<file path="src/rtl/pc_pkg.sv">
`default_nettype none
// ============================================================================
// Module  : pc_pkg
// Purpose : Shared constants for the program counter: datapath word width,
//           next-PC source select encodings and the 11-bit offset
//           sign-extension helper.
// Ports   : none (package)
// Revision: 1.0 - initial release
// ============================================================================
package pc_pkg;

  localparam int WORD_W = 16;

  // Next-PC source select encodings
  localparam logic [1:0] PC_INC   = 2'b00;  // PC + 1 or PC + PC_Label
  localparam logic [1:0] PC_JMP11 = 2'b01;  // PC + sext(label11)
  localparam logic [1:0] PC_REG   = 2'b10;  // Rd_Rm
  localparam logic [1:0] PC_HOLD  = 2'b11;  // PC

  // Replicate bit 10 into the upper five bits.
  function automatic logic [WORD_W-1:0] sext11(input logic [10:0] v);
    return {{(WORD_W-11){v[10]}}, v};
  endfunction

endpackage : pc_pkg
`default_nettype wire

</file>
<file path="src/rtl/pc_if.sv">
`default_nettype none
// ============================================================================
// Module  : pc_if
// Purpose : Control/data bundle between the control unit and the program
//           counter.
// Ports   : CE           - register load enable
//           PC_sel       - next-PC source select
//           one_or_label - increment operand select (PC_sel = 00)
//           PC_Label     - 16-bit signed branch offset
//           label11      - 11-bit signed jump offset
//           Rd_Rm        - register-indirect jump target
//           PC_out       - current PC value
//           master modport: control-unit side; slave modport: PC side.
// Revision: 1.0 - initial release
// ============================================================================
interface pc_if;
  import pc_pkg::*;

  logic              CE;
  logic [1:0]        PC_sel;
  logic              one_or_label;
  logic [WORD_W-1:0] PC_Label;
  logic [10:0]       label11;
  logic [WORD_W-1:0] Rd_Rm;
  logic [WORD_W-1:0] PC_out;

  modport master (
    output CE, PC_sel, one_or_label, PC_Label, label11, Rd_Rm,
    input  PC_out
  );

  modport slave (
    input  CE, PC_sel, one_or_label, PC_Label, label11, Rd_Rm,
    output PC_out
  );

endinterface : pc_if
`default_nettype wire

</file>
<file path="src/rtl/pc_next_mux.sv">
`default_nettype none
// ============================================================================
// Module  : pc_next_mux
// Purpose : Combinational next-PC generator. Selects the adder operand
//           (1, PC_Label or sext(label11)), adds it to the current PC modulo
//           2^16, and picks the final source among sum, Rd_Rm and hold.
// Ports   : pc           - current PC value
//           pc_sel       - next-PC source select
//           one_or_label - 0: +1, 1: +pc_label (only for pc_sel = PC_INC)
//           pc_label     - 16-bit signed offset
//           label11      - 11-bit signed offset
//           rd_rm        - register-indirect target
//           next_pc      - selected next PC value
// Revision: 1.0 - initial release
// ============================================================================
module pc_next_mux
  import pc_pkg::*;
(
  input  logic [WORD_W-1:0] pc,
  input  logic [1:0]        pc_sel,
  input  logic              one_or_label,
  input  logic [WORD_W-1:0] pc_label,
  input  logic [10:0]       label11,
  input  logic [WORD_W-1:0] rd_rm,
  output logic [WORD_W-1:0] next_pc
);

  logic [WORD_W-1:0] operand;
  logic [WORD_W-1:0] sum;

  // A single shared adder serves both relative modes; the operand mux picks
  // the offset. For PC_REG/PC_HOLD the operand is a don't-care.
  always_comb begin
    operand = {{(WORD_W-1){1'b0}}, 1'b1};
    if (pc_sel == PC_JMP11) begin
      operand = sext11(label11);
    end else if (one_or_label) begin
      operand = pc_label;
    end
  end

  // Carry out is intentionally dropped: arithmetic wraps modulo 2^16.
  assign sum = pc + operand;

  always_comb begin
    next_pc = pc;
    case (pc_sel)
      PC_INC:   next_pc = sum;
      PC_JMP11: next_pc = sum;
      PC_REG:   next_pc = rd_rm;
      default:  next_pc = pc;
    endcase
  end

endmodule : pc_next_mux
`default_nettype wire

</file>
<file path="src/rtl/pc.sv">
`default_nettype none
// ============================================================================
// Module  : pc
// Purpose : 16-bit program counter register. Loads the next-PC value from
//           pc_next_mux when CE=1; synchronous active-high reset to 0000
//           takes priority over CE.
// Ports   : clk - rising-edge clock
//           rst - synchronous active-high reset
//           bus - pc_if slave modport (CE, PC_sel, one_or_label, PC_Label,
//                 label11, Rd_Rm in; PC_out out)
// Revision: 1.0 - initial release
// ============================================================================
module pc
  import pc_pkg::*;
(
  input  logic clk,
  input  logic rst,
  pc_if.slave  bus
);

  logic [WORD_W-1:0] pc_reg;
  logic [WORD_W-1:0] next_pc;

  pc_next_mux u_next_mux (
    .pc           (pc_reg),
    .pc_sel       (bus.PC_sel),
    .one_or_label (bus.one_or_label),
    .pc_label     (bus.PC_Label),
    .label11      (bus.label11),
    .rd_rm        (bus.Rd_Rm),
    .next_pc      (next_pc)
  );

  always_ff @(posedge clk) begin
    if (rst) begin
      pc_reg <= '0;
    end else if (bus.CE) begin
      pc_reg <= next_pc;
    end
  end

  // Pure register output: no combinational path from any input.
  assign bus.PC_out = pc_reg;

endmodule : pc
`default_nettype wire

</file>
<file path="src/flat_wrapper.sv">
// flat-port wrapper written by rule: the top's interface ports become plain ports
module pc_flat import pc_pkg::*;
  (clk, rst, bus_CE, bus_PC_sel, bus_one_or_label, bus_PC_Label, bus_label11, bus_Rd_Rm, bus_PC_out);
  pc_if bus_i ();
  input  logic clk;
  input  logic rst;
  input wire logic [$bits(bus_i.CE)-1:0] bus_CE;
  input wire logic [$bits(bus_i.PC_sel)-1:0] bus_PC_sel;
  input wire logic [$bits(bus_i.one_or_label)-1:0] bus_one_or_label;
  input wire logic [$bits(bus_i.PC_Label)-1:0] bus_PC_Label;
  input wire logic [$bits(bus_i.label11)-1:0] bus_label11;
  input wire logic [$bits(bus_i.Rd_Rm)-1:0] bus_Rd_Rm;
  output wire logic [$bits(bus_i.PC_out)-1:0] bus_PC_out;
  assign bus_i.CE = bus_CE;
  assign bus_i.PC_sel = bus_PC_sel;
  assign bus_i.one_or_label = bus_one_or_label;
  assign bus_i.PC_Label = bus_PC_Label;
  assign bus_i.label11 = bus_label11;
  assign bus_i.Rd_Rm = bus_Rd_Rm;
  assign bus_PC_out = bus_i.PC_out;
  pc u_core (.clk(clk), .rst(rst), .bus(bus_i));
endmodule
</file>
<file path="config.mk">
export PLATFORM = sky130hd
export DESIGN_NAME = pc_flat
export DESIGN_NICKNAME = d
export VERILOG_FILES = /design/src/rtl/pc_pkg.sv /design/src/rtl/pc_if.sv /design/src/rtl/pc_next_mux.sv /design/src/rtl/pc.sv /design/src/flat_wrapper.sv
export SDC_FILE = /design/constraint.sdc
export NUM_CORES = 1
export LEC_CHECK = 0
export CAP_MARGIN = 20
export CORE_MARGIN = 3
export CORE_UTILIZATION = 44
export DETAILED_ROUTE_END_ITERATION = 6
export GPL_ROUTABILITY_DRIVEN = 1
export GPL_TIMING_DRIVEN = 0
export PLACE_DENSITY_LB_ADDON = 0.2
export SKIP_LAST_GASP = 1
export SLEW_MARGIN = 20
export SYNTH_ARGS = -nofsm -noshare
export SYNTH_HDL_FRONTEND = slang
export SYNTH_SLANG_ARGS = --single-unit
</file>
<file path="constraint.sdc">
create_clock -name clk -period 3.85 [get_ports clk]
set_input_delay 0.77 -clock clk [delete_from_list [all_inputs] [get_ports clk]]
set_output_delay 0.77 -clock clk [all_outputs]
set_load 0.02 [all_outputs]
</file>
; ---- Word-level counts from Yosys, hierarchy flattened
; Index checks and enable logic that the tools add are counted.
[classes]
div = 0
mux = 3
magnitude_cmp = 0
n_addsub = 1
n_mul = 0
n_reduce_logical = 4
n_eq_ne = 2
n_shift = 0
n_bitwise = 0
[op_table]
columns = operator, n
row1 = 16-bit two-way mux, 2
row2 = 16-bit case mux with 2 select lines, 1
row3 = 16-bit adder, 1
row4 = "2-bit by 1-bit equality test with 1-bit output, second input constant", 1
row5 = "2-bit equality test, second input constant", 1
row6 = 2-bit zero test, 1
row7 = 2-bit AND reduction, 1
row8 = 2-bit nonzero test, 1
row9 = 2-bit OR reduction, 1
[word_totals]
romBits = 0
input_bits = 49
output_inout_bits = 16
ramBits = 0
ff_bits = 16
elab_cells = 11
latchBits = 0
memories = 0

; ---- Logic depth before layout (Yosys ltp)
; Gate-level depths: netlist of run 1.
[depth]
depth_word = 4
ltp_mapped = 13
ltp_nobuf = 11

; ---- Hierarchy
; A second synthesis of run 1 with hierarchy kept.
[hier_totals]
cells_unflattened = 248
hier_area_um2 = 1868.0
[by_module_without_submodules]
columns = module, instances, area_per_inst_um2, seq_area_each_um2, cells_each
row1 = pc_next_mux, 1, 1287.5, 0.0, 196
row2 = pc, 1, 580.6, 320.3, 52

; ---- Least setup slack after synthesis of run 1
; Ideal clock, no wire load.
[synth_path]
kind = input to register
from = input port bus_PC_sel[1]
to = register u_core.pc_reg[14], in the netlist u_core.bus.PC_out[14]
setup_ps = 116
n_path_buf = 1
required_time_ps = 3734
stages = 11
arrival_time_ps = 3032
slack_ps = 703
path_cell_list = nand2b_1 -> clkbuf_1 -> a31oi_1 -> ha_1 -> fa_1 -> a21o_1 -> and4_1 -> or2_1 -> a41oi_2 -> a31oi_1 -> and3_1
[synth_between]
elab_chain_len = 4
word_cells_on_any_way = 9
classes_between = add/sub: 1 / eq/ne: 2 / mux: 2 / reduce/logical: 4
[synth_rtl]
columns = element, line_no
row1 = start: declaration, flat_wrapper.sv:8  ; input wire logic [$bits(bus_i.PC_sel)-1:0] bus_PC_sel;
row2 = 2-bit by 1-bit equality test with 1-bit output or 2-bit zero test (tied branches), "pc_next_mux.sv:35, pc_next_mux.sv:47"
row3 = 16-bit two-way mux or 2-bit OR reduction (tied branches), --
row4 = 16-bit adder or 2-bit nonzero test (tied branches), --
row5 = 16-bit case mux with 2 select lines or 2-bit AND reduction (tied branches), --
row6 = end signal: assignment, pc.sv:38  ; pc_reg <= next_pc;
row7 = end: declaration, pc.sv:21  ; logic [WORD_W-1:0] pc_reg;
; Several ways; a longest one is shown, not always the timed one.
; A chain may end at the register's enable or synchronous reset.

; ---- Worst setup path in the final report of run 1
; Ends and elaborated chain as after synthesis.

==> summary.md, run 1 <==
| Metric | Value |
|---|---|
| Gr ovfl total | 0 |
| Iter 0 DRT Violations | between 100 and 150 |
| Fmax achieved | 273 MHz |
| Post-synthesis sequential area ratio | 0.196 |
| Worst r2r src | u_core.bus.PC_out[0] |
| Top FF cell, synth | dfxtp_1 |
| Mapped Cells | 227 |
| Period utilisation layout | 0.952 |
| Yosys top cell area share | 0.196 |
| Largest net degree at the start of global routing | 11 |
| Clock sink total | 16 |
| Pleak | between 1 and 1.5 nW |
| TritonRoute pass-1 iters | 4 |
| CP Cell Sequence | clkdlybuf4s50_1 > nand2b_1 > clkbuf_4 > a31oi_1 > ha_1 > fa_1 > a21o_1 > and4_1 > or2_1 > a41oi_4 > a31oi_1 > and3_1 |
| Post-Syn Area | 1640 um2 |
| Largest fanout on the critical path | 10 |
| PwrDens | about 270 nW/um2 |
| Final setup violation count | 0 |
| Place WS | -0.312 ns |
| Total power | 0.655 mW |
| Chip width | 67.0 um |
| Post-Place Cells | approximately 340 |
| Synth top area cells | dfxtp_1 20%, ha_1 13%, nand2_1 8.5% |
| Max-slew headroom | 0.528 |
| Max Cap Violations | 0 |
| Area growth syn-to-layout | 46.8% |
| Largest register FFs | 16 |
| Library cells used by synthesis | 42 |
| Ys Warns | 0 |
| Placer Congestion | 0.861 |
| IO buf count | 63 |
| Avg Inst Size Synth | about 7.2 um2 |
| Fin util | 0.693 |
| CP max-delay cell | clkdlybuf4s50_1 |
| Finished Cell Area | about 2400 um2 |
| Synth top cells by count | 37 x nand2_1, 21 x a21oi_1, 17 x ha_1, 16 x dfxtp_1 |
| Worst Hold Class | flop to flop |
| Worst setup startpoint | bus_PC_sel[1] |
| # DRC | 0 |
| CTS tree | yes |
| Total wire length | 5.10 mm |
| Row count | 21 |
| Max-slew violations | 0 |
| Final setup TNS | 0 ns |
| Final Non-Filler Cells | 340 |
| EDFF count, synth | 0 |
| Hold_ws | 0.480 ns |
| CP delay by family, top | simple AND/OR/NAND/NOR gates |
| Routed via count | 1,933 |
| Status | complete, no violations |
| Dpl cell area | 2330 um2 |
| Worst R2R Path Depth | 8 |
| Most numerous cell in the Yosys netlist | nand2_1 |
| Initial antenna violation count | 0 |
| Worst setup path endpoint | u_core.bus.PC_out[14] |
| Peak supply drop | 0.128 mV |
| Min Tclk post-route | 3.66 ns |
| H-tree depth | 1 |
| Critical Path AT | 3.82 ns |
| Ports | 65 |
| FF+latch count, synth | 16 |
| CTS clk-pin slew, worst paths | 0.07 ns |
| CP Depth | 12 |
| Startpoint Class | primary input |
| Post-route antenna net violation count | 0 |
| Crit. End Element | flop |
| Asr flop ratio synth | 0 |
| First-pass GRT wire length | 8.43 mm |
| Total Routing Usage GR | 0.246 |
| Worst Path Buf+Inv | 2 |
| Die Ht | ~67 um |
| Final-stage net count | 362 |
| Worst clock skew | around 0.0051 ns |
| Worst Slack Setup Final | 0.186 ns |
| Worst slew pin tran | 0.707 ns |
| Hold Fails Final Rpt | 0 |
| Flop-to-flop setup slack | 1.40 ns |
| Core Area | between 3000 and 4000 um2 |
| Unrepaired setup endpoints after global routing | true |
| Synth Net Count | 294 |
| Share of cells above drive strength 1 | 0.0374 |
| RR Endpoint | u_core.bus.PC_out[14] |
| Vias in the first global route | 1,843 |
| Yosys top cell by area | dfxtp_1 |
| Clock latency on the worst-skew pair | 0.26 ns |
| CP dominant cell by count | a31oi_1 |
| Slowest stage delay, CP | ~0.54 ns |
| WP data required | 4.00 ns |
| Wire length per cell | around 15 um |
| Antenna cells | 0 |
| Clock Path Buffers | 2 |
| CTS Buf Count | 3 |
| Placed wire-length estimate | 3.95 mm |
| Die area | 4490 um2 |
| Initial core utilization | 0.472 |
| Via density | 5.69 |
| CP Class | primary input to flop |
| CTS root buf | clkbuf_8 |
[layout make-up]
cell class	instances	area (um2)
buffer	13	56.3
clock buffer	4	55.1
fill	329	1060
inverter	2	7.51
multi-input combinational	196	1280
sequential	16	320
tap	46	57.6
timing repair buffer	63	631
[cells by family (layout without fill, tap and decap cells)]
group / after synthesis / after routing / share of synthesized area
AOI/OAI and AO/OA: 70 / 70 / 0.284
xor gates and xnor gates: 12 / 12 / 0.0642
adders and majority gates: 18 / 18 / 0.142
buffers and inverters: 15 / 82 / 0.0359
DFF: 16 / 16 / 0.196
muxes: 1 / 1 / 0.00611
and+or+nand+nor: 95 / 95 / 0.272
[layout by cell type, fill, tap and decap left out, types with 2 or more instances in the layout]
cell              n
a21o_1            9
dfxtp_1          16
nand3_1          15
nor2b_1           2
ha_1             17
clkbuf_8          4
nor3_1            5
and4_1            2
a211oi_1          5
xor2_1            5
nand2b_1          4
clkbuf_2          2
a31oi_1           5
and2_1            2
or3_1             2
a311oi_1          3
clkdlybuf4s50_1  63
o21ai_0           7
nand2_1          37
xnor2_1           7
o211ai_1          2
a21oi_1          21
nor2_1           15
clkbuf_1          8
and3_1            7
o21bai_1          3
o22ai_1           6
inv_1             2
[worst min-delay path: cells and delay by family, from the launching register on]
family          cells  cell delay [ns]
compound gates      1             0.05
simple gates        1             0.06
flops               1             0.33
[where the power goes]
part / switching, mW / internal [mW]
Sequential: 0.0148 / 0.181
Combinational: 0.151 / 0.149
Clock: 0.0682 / 0.0910
[per-layer routing]
layer / track usage / part of all wire
met4: 0.0785 / 0.010
met3: 0.0304 / 0.083
met5: 0 / 0
met1: 0.333 / 0.44
met2: 0.400 / 0.46
[timing repair]
item | 4_1_cts | 5_1_grt
hold buffers | 0 | 0
hold endpoints to repair | 0 | 0
endpoints found under the setup margin | 3 | 4
setup buffers | 0 | 0
resized for setup | 1 | 6
[worst min-delay path by stage]
stage,to,start,depth (start not counted)
global route,u_core.bus.PC_out[2],u_core.bus.PC_out[2],2
detailed placement,u_core.bus.PC_out[2],u_core.bus.PC_out[2],2
floorplan,u_core.bus.PC_out[2],u_core.bus.PC_out[2],2
CTS,u_core.bus.PC_out[2],u_core.bus.PC_out[2],2
global placement,u_core.bus.PC_out[2],u_core.bus.PC_out[2],2
finish,u_core.bus.PC_out[2],u_core.bus.PC_out[2],2
No activity file was read; power rests on OpenSTA's default activity.
==> run 2: changes to the inputs <==
--- a/config.mk
+++ b/config.mk
@@ -5,6 +5,7 @@
 export SDC_FILE = /design/constraint.sdc
 export NUM_CORES = 1
 export LEC_CHECK = 0
+export ABC_CLOCK_PERIOD_IN_PS = 3850
 export CAP_MARGIN = 20
 export CORE_MARGIN = 3
 export CORE_UTILIZATION = 44
==> results of run 2 <==
The final DEF is identical to that of run 1; final timing and power are the same.
